## src/rtl/image_mem_arbiter.sv

```systemverilog
// Round-robin arbiter sharing one single-port image memory between a raster write pipe and a read requester.
// Define ARB_WRITE_PRIORITY_EN to make simultaneous requests always favour the write pipe.
module image_mem_arbiter #(
  parameter int PS    = 16,
  parameter int IMG_W = 64,
  parameter int IMG_H = 64,
  parameter int AW    = 12,
  parameter int FC_W  = 8
) (
  input  logic            clk,
  input  logic            reset,
  input  logic            wr_req,
  input  logic [PS-1:0]   wr_data,
  output logic            wr_ack,
  input  logic            rd_req,
  input  logic [AW-1:0]   rd_addr,
  output logic            rd_ack,
  output logic            rd_valid,
  output logic [PS-1:0]   rd_data,
  output logic            mem_en,
  output logic            mem_we,
  output logic [AW-1:0]   mem_addr,
  output logic [PS-1:0]   mem_wdata,
  input  logic [PS-1:0]   mem_rdata,
  output logic            frame_done,
  output logic [FC_W-1:0] frame_cnt
);

  // state  | meaning
  // IDLE   | sample wr_req/rd_req and choose the next grant
  // GNT_WR | write strobe on the memory bus, wr_ack high
  // GNT_RD | read strobe on the memory bus, rd_ack high
  typedef enum logic [1:0] {
    IDLE   = 2'd0,
    GNT_WR = 2'd1,
    GNT_RD = 2'd2
  } state_t;

  typedef enum logic {
    LG_READ  = 1'b0,
    LG_WRITE = 1'b1
  } grant_t;

  localparam int            NPIX     = IMG_W * IMG_H;
  localparam logic [AW-1:0] LAST_PIX = AW'(NPIX - 1);

  state_t        state;
  grant_t        last_grant;
  logic [AW-1:0] wr_ptr;
  logic          rd_oor;
  logic [PS-1:0] rd_data_q;
  logic [PS-1:0] rd_data_now;
  logic          pick_wr;
  logic          rd_in_range;

`ifdef ARB_WRITE_PRIORITY_EN
  assign pick_wr = 1'b1;
`else
  assign pick_wr = (last_grant == LG_READ);
`endif

  assign rd_in_range = (32'(rd_addr) < 32'(NPIX));

  // Memory returns data the cycle after the strobe; present it directly while
  // rd_valid is high and keep a copy so rd_data holds until the next read.
  assign rd_data_now = rd_oor ? '0 : mem_rdata;
  assign rd_data     = rd_valid ? rd_data_now : rd_data_q;

  always_ff @(posedge clk or negedge reset) begin
    if (!reset) begin
      state      <= IDLE;
      last_grant <= LG_READ;
      wr_ptr     <= '0;
      rd_oor     <= 1'b0;
      rd_data_q  <= '0;
      wr_ack     <= 1'b0;
      rd_ack     <= 1'b0;
      rd_valid   <= 1'b0;
      mem_en     <= 1'b0;
      mem_we     <= 1'b0;
      mem_addr   <= '0;
      mem_wdata  <= '0;
      frame_done <= 1'b0;
      frame_cnt  <= '0;
    end else begin
      wr_ack     <= 1'b0;
      rd_ack     <= 1'b0;
      mem_en     <= 1'b0;
      mem_we     <= 1'b0;
      frame_done <= 1'b0;
      rd_valid   <= (state == GNT_RD);
      if (rd_valid) begin
        rd_data_q <= rd_data_now;
      end
      case (state)
        IDLE: begin
          if (wr_req && (!rd_req || pick_wr)) begin
            state      <= GNT_WR;
            last_grant <= LG_WRITE;
            mem_en     <= 1'b1;
            mem_we     <= 1'b1;
            mem_addr   <= wr_ptr;
            mem_wdata  <= wr_data;
            wr_ack     <= 1'b1;
            if (wr_ptr == LAST_PIX) begin
              wr_ptr     <= '0;
              frame_done <= 1'b1;
              frame_cnt  <= frame_cnt + 1'b1;
            end else begin
              wr_ptr <= wr_ptr + 1'b1;
            end
          end else if (rd_req) begin
            state      <= GNT_RD;
            last_grant <= LG_READ;
            mem_en     <= rd_in_range;
            mem_addr   <= rd_addr;
            rd_ack     <= 1'b1;
            rd_oor     <= !rd_in_range;
          end
        end
        default: state <= IDLE;
      endcase
    end
  end

endmodule

```

## config.mk

```make
export PLATFORM = sky130hd
export DESIGN_NAME = image_mem_arbiter
export DESIGN_NICKNAME = d
export VERILOG_FILES = /design/src/rtl/image_mem_arbiter.sv
export SDC_FILE = /design/constraint.sdc
export NUM_CORES = 1
export LEC_CHECK = 0
export BUFFER_PORTS_ARGS = -buffer_cell sky130_fd_sc_hd__buf_4
export CORE_UTILIZATION = 35
export CTS_CLUSTER_SIZE = 16
export DETAILED_ROUTE_END_ITERATION = 16
export GPL_TIMING_DRIVEN = 1
export SYNTH_ARGS = -nofsm -noshare
export SYNTH_HDL_FRONTEND = slang
export SYNTH_SLANG_ARGS = --single-unit
```

## constraint.sdc

```tcl
create_clock -name clk -period 5.3 [get_ports clk]
set_clock_uncertainty 0.2 [all_clocks]
set_input_delay 0.265 -clock clk [delete_from_list [all_inputs] [get_ports clk]]
set_output_delay 0.265 -clock clk [all_outputs]
set_load 0.05 [all_outputs]
```

==> impl_metrics.xml <==
<?xml version="1.0" encoding="UTF-8"?>
<metrics>
  <group name="synthesis">
    <metric name="synth.net_count" unit="">317</metric>
    <metric name="synth_top_cell_area_share" unit="">0.602</metric>
    <metric name="syn_area" unit="mm^2">0.00299</metric>
    <metric name="ys_top_cells_by_area" unit="">dfrtp_1 (60%), nand2_1 (7.1%), mux2_2 (6.0%)</metric>
    <metric name="synthesized_instance_count" unit="">267</metric>
    <metric name="synthDistinctLibCells" unit="">35</metric>
    <metric name="synth_area_leader_cell" unit="">dfrtp_1</metric>
    <metric name="synth-warning-count" unit="">0</metric>
    <metric name="syn-mean-instance-area" unit="um^2">11.2</metric>
    <metric name="synth.yosys.seq_area_share" unit="">0.602</metric>
    <metric name="postSynthRegisterBits" unit="">72</metric>
  </group>
  <group name="cells_and_area">
    <metric name="finish.net_count" unit="">456</metric>
    <metric name="diodes" unit="">0</metric>
    <metric name="finalCoreUtilization" unit="">0.534</metric>
    <metric name="layout_commonest_cell" unit="">buf_4</metric>
    <metric name="final_cell_count_no_fill" unit="">516</metric>
    <metric name="drive_gt1_frac" unit="">0.348</metric>
    <metric name="synthToLayoutAreaGrowth" unit="%">47.4</metric>
    <metric name="fillerInstances" unit="">754</metric>
    <metric name="layout_common_cells" unit="">buf_4 (106), dfrtp_1 (72), nand2_1 (57)</metric>
  </group>
  <group name="drt">
    <metric name="route.vias.total" unit="">2341</metric>
    <metric name="wl_met2" unit="um">3090</metric>
    <metric name="finalWirelength" unit="um">6600</metric>
    <metric name="antenna_violating_nets_post_route" unit="">0</metric>
    <metric name="met3_length" unit="um">347</metric>
    <metric name="drt-wirelength-per-cell" unit="um">12.8</metric>
    <metric name="maxUsedRoutingLayer" unit="">met4</metric>
    <metric name="wl_met1" unit="um">3090</metric>
    <metric name="detailedRoute.firstPassIterationCount" unit="">5</metric>
    <metric name="post_drt_via_cell_ratio" unit="">4.54</metric>
    <metric name="drc" unit="">0</metric>
    <metric name="detail_route.iter0.violations" unit="">51</metric>
  </group>
  <group name="floorplanning">
    <metric name="die_height" unit="um">94.5</metric>
    <metric name="design.core.area" unit="mm^2">0.00826</metric>
    <metric name="rows" unit="">33</metric>
    <metric name="design.portCount" unit="">106</metric>
    <metric name="floorplan.initialDensity" unit="">0.363</metric>
    <metric name="dieWidth" unit="um">94.5</metric>
    <metric name="die_area" unit="mm^2">0.00893</metric>
  </group>
  <group name="global_route">
    <metric name="grt_start_max_net_pins" unit="">73</metric>
    <metric name="global_route_wire_length_before_repair" unit="um">10600</metric>
    <metric name="globalRouteTotalUtil" unit="">0.157</metric>
    <metric name="first_global_vias" unit="">2282</metric>
    <metric name="congestion_overflow_gr" unit="">0</metric>
    <metric name="grt_antenna_before_repair" unit="">0</metric>
  </group>
  <group name="power_and_ir_drop">
    <metric name="power.sequential.fraction" unit="">0.340</metric>
    <metric name="vdd_drop_max" unit="mV">0.206</metric>
    <metric name="power.share.combinational" unit="">0.465</metric>
    <metric name="p_int" unit="uW">1350</metric>
    <metric name="share_clk_of_total_power" unit="">0.194</metric>
    <metric name="power_leakage" unit="uW">0.00219</metric>
    <metric name="total_power_after_layout" unit="uW">2430</metric>
    <metric name="swShare" unit="">0.444</metric>
    <metric name="power-per-cell-area" unit="mW/mm^2">551</metric>
    <metric name="switchingPower" unit="uW">1080</metric>
  </group>
  <group name="critical_path">
    <metric name="worst-endpoint-arrival" unit="ns">2.74</metric>
    <metric name="cp.buffers_inverters" unit="">3</metric>
    <metric name="worst_r2r_endpoint" unit="">frame_cnt[5]</metric>
    <metric name="r2r_cells" unit="">5</metric>
    <metric name="critPathMaxStageDelay" unit="ns">0.59</metric>
    <metric name="cp_slowest_cell" unit="">or2_2</metric>
    <metric name="worstSetupStartpointType" unit="">input pin</metric>
    <metric name="cp_num_cells" unit="">7</metric>
    <metric name="rr_startpoint" unit="">last_grant</metric>
    <metric name="timing.critical_path.required" unit="ns">5.36</metric>
    <metric name="cell_family_with_most_cp_delay" unit="">buffers and inverters</metric>
    <metric name="crit_path_max_fanout" unit="">24</metric>
    <metric name="crit_path_cell_trace" unit="">dlygate4sd3_1, buf_4, a21bo_1, or2_2, inv_2, and3_1, xor2_1</metric>
    <metric name="timing.reg2reg.setup_slack" unit="ns">2.88</metric>
    <metric name="cp_capture_point" unit="">frame_cnt[5]</metric>
    <metric name="timing.critical_path.to_type" unit="">flip-flop</metric>
    <metric name="setup.worst_path.class" unit="">input pin to flip-flop</metric>
    <metric name="setup.worst_path.start" unit="">rd_req</metric>
  </group>
  <group name="clocking">
    <metric name="clock_latency_of_the_later_clocked_register_in_the_worst_skew_pair" unit="ns">0.33</metric>
    <metric name="ctsLongestPathBuffers" unit="">2</metric>
    <metric name="worst_setup_hold_path_clk_slew" unit="ns">0.07</metric>
    <metric name="cts.sinks" unit="">72</metric>
    <metric name="tritoncts.num_buffers" unit="">9</metric>
    <metric name="htree_levels" unit="">3</metric>
    <metric name="cts_tree" unit="">done</metric>
    <metric name="post-cts-setup-buffer-count" unit="">0</metric>
    <metric name="clock-root-buffer" unit="">clkbuf_8</metric>
  </group>
  <group name="sta">
    <metric name="hold_viol_final" unit="">0</metric>
    <metric name="final.min_clock_period" unit="ns">2.69</metric>
    <metric name="grt_setup_unrepaired" unit="">false</metric>
    <metric name="worst_slew_margin_rel" unit="">0.408</metric>
    <metric name="final_min_period_over_clock_period" unit="">0.507</metric>
    <metric name="worst_slew_pin_slew" unit="ns">0.888</metric>
    <metric name="final.setup.tns" unit="ns">0</metric>
    <metric name="fmax" unit="MHz">372</metric>
    <metric name="timing.hold.ws" unit="ns">0.0354</metric>
    <metric name="finalSetupViolations" unit="">0</metric>
    <metric name="slew_viol_final" unit="">0</metric>
  </group>
  <group name="placement">
    <metric name="placed_cells" unit="">465</metric>
    <metric name="gp_routability_congestion" unit="">0.736</metric>
    <metric name="portBuffers" unit="">105</metric>
    <metric name="dp.final_hpwl" unit="um">4320</metric>
  </group>
  <group name="job">
    <metric name="maxCapViolations" unit="">0</metric>
  </group>
  <group name="outcome">
    <metric name="result_of_the_run" unit="">complete, no violations</metric>
  </group>
  <group name="min_path">
    <metric name="hold_class" unit="">input pin to flip-flop</metric>
  </group>
</metrics>
## power by group through the flow
stage	clock network (uW)	registers, uW	logic [uW]
after global placement	0	835	1110
after floorplan	0	1130	490
after detailed placement	0	838	1120
final	472	827	1130
after global routing	513	853	1200
after CTS	489	829	1140
## layer usage
| layer | GRT usage | vias to the layer above |
|---|---|---|
| met4 | 0.0833 | 0 |
| met3 | 0.0330 | 6 |
| met5 | 0 | - |
| li1 | - | 1172 |
| met1 | 0.201 | 1097 |
| met2 | 0.251 | 66 |
## cell usage after synthesis, drive strengths merged
| cell | count |
|---|---|
| dfrtp | 72 |
| nand2 | 57 |
| nor2 | 22 |
| mux2 | 17 |
| a21oi | 13 |
| xnor2 | 12 |
| mux2i | 11 |
| nand3 | 9 |
| clkbuf | 7 |
| buf | 6 |
| and3 | 5 |
| inv | 5 |
| nand4 | 4 |
| nor4 | 4 |
| xor2 | 4 |
| or2 | 3 |
| and4 | 2 |
| ha | 2 |
| nor3 | 2 |
| o21ai | 2 |
| a211o | 1 |
| a21bo | 1 |
| a21o | 1 |
| and2 | 1 |
| nor2b | 1 |
| o22ai | 1 |
| o31ai | 1 |
| or4 | 1 |
## kinds of logic after synthesis
family / share of synthesized area
multiplexers: 0.102
AND/OR/NAND/NOR: 0.171
flip-flops: 0.602
AO/OA/AOI/OAI: 0.0384
adder cells (fa/ha/maj): 0.00836
XOR/XNOR: 0.0468
buffers and inverters: 0.0322
## worst min-delay path by stage
stage	startpoint	end	slack [ns]	depth (start not counted)
2_1_floorplan	reset	frame_cnt[0]	-0.23	0
3_3_place_gp	reset	mem_addr[6]	0.26	1
3_5_place_dp	reset	mem_addr[6]	0.26	1
4_1_cts	rd_addr[6]	mem_addr[6]	0.02	3
5_1_grt	rd_addr[2]	mem_addr[2]	0.05	3
6_report	rd_addr[6]	mem_addr[6]	0.04	3
## sequential cells by signal, indices dropped and copies added (netlist names), 2 cells and up
| signal | count |
|---|---|
| wr_ptr | 12 |
| frame_cnt | 8 |
| state | 2 |
| mem_addr | 12 |
| mem_wdata | 16 |
| rd_data_q | 16 |
## final cells by class
cell class | instances | area (um^2) | area share
Clock buffer | 10 | 128 | 0.0289
Clock inverter | 6 | 91.3 | 0.0207
Tap cell | 105 | 131 | 0.0298
Multi-Input combinational cell | 177 | 1100 | 0.248
Sequential cell | 72 | 1800 | 0.408
Inverter | 5 | 18.8 | 0.00425
Timing Repair Buffer | 141 | 1150 | 0.260
## stage by stage
stage	worst slack (ns)	area (um^2)
floorplan	3.06	2990
global placement	2.81	3840
detailed placement	2.77	3840
CTS	2.62	4410
global route	2.43	4410
finish	2.61	4410
## worst min-delay path, delay by kind of cell
kind                   cells  cell delay, ns
muxes                      1            0.06
buffers and inverters      1            0.08
AOI/OAI and AO/OA          1            0.13
## timing repair
item,4_1_cts,5_1_grt
hold endpoints to repair,106,0
resized for setup,0,0
hold buffers,35,0
(Power assumes the default switching activity.)
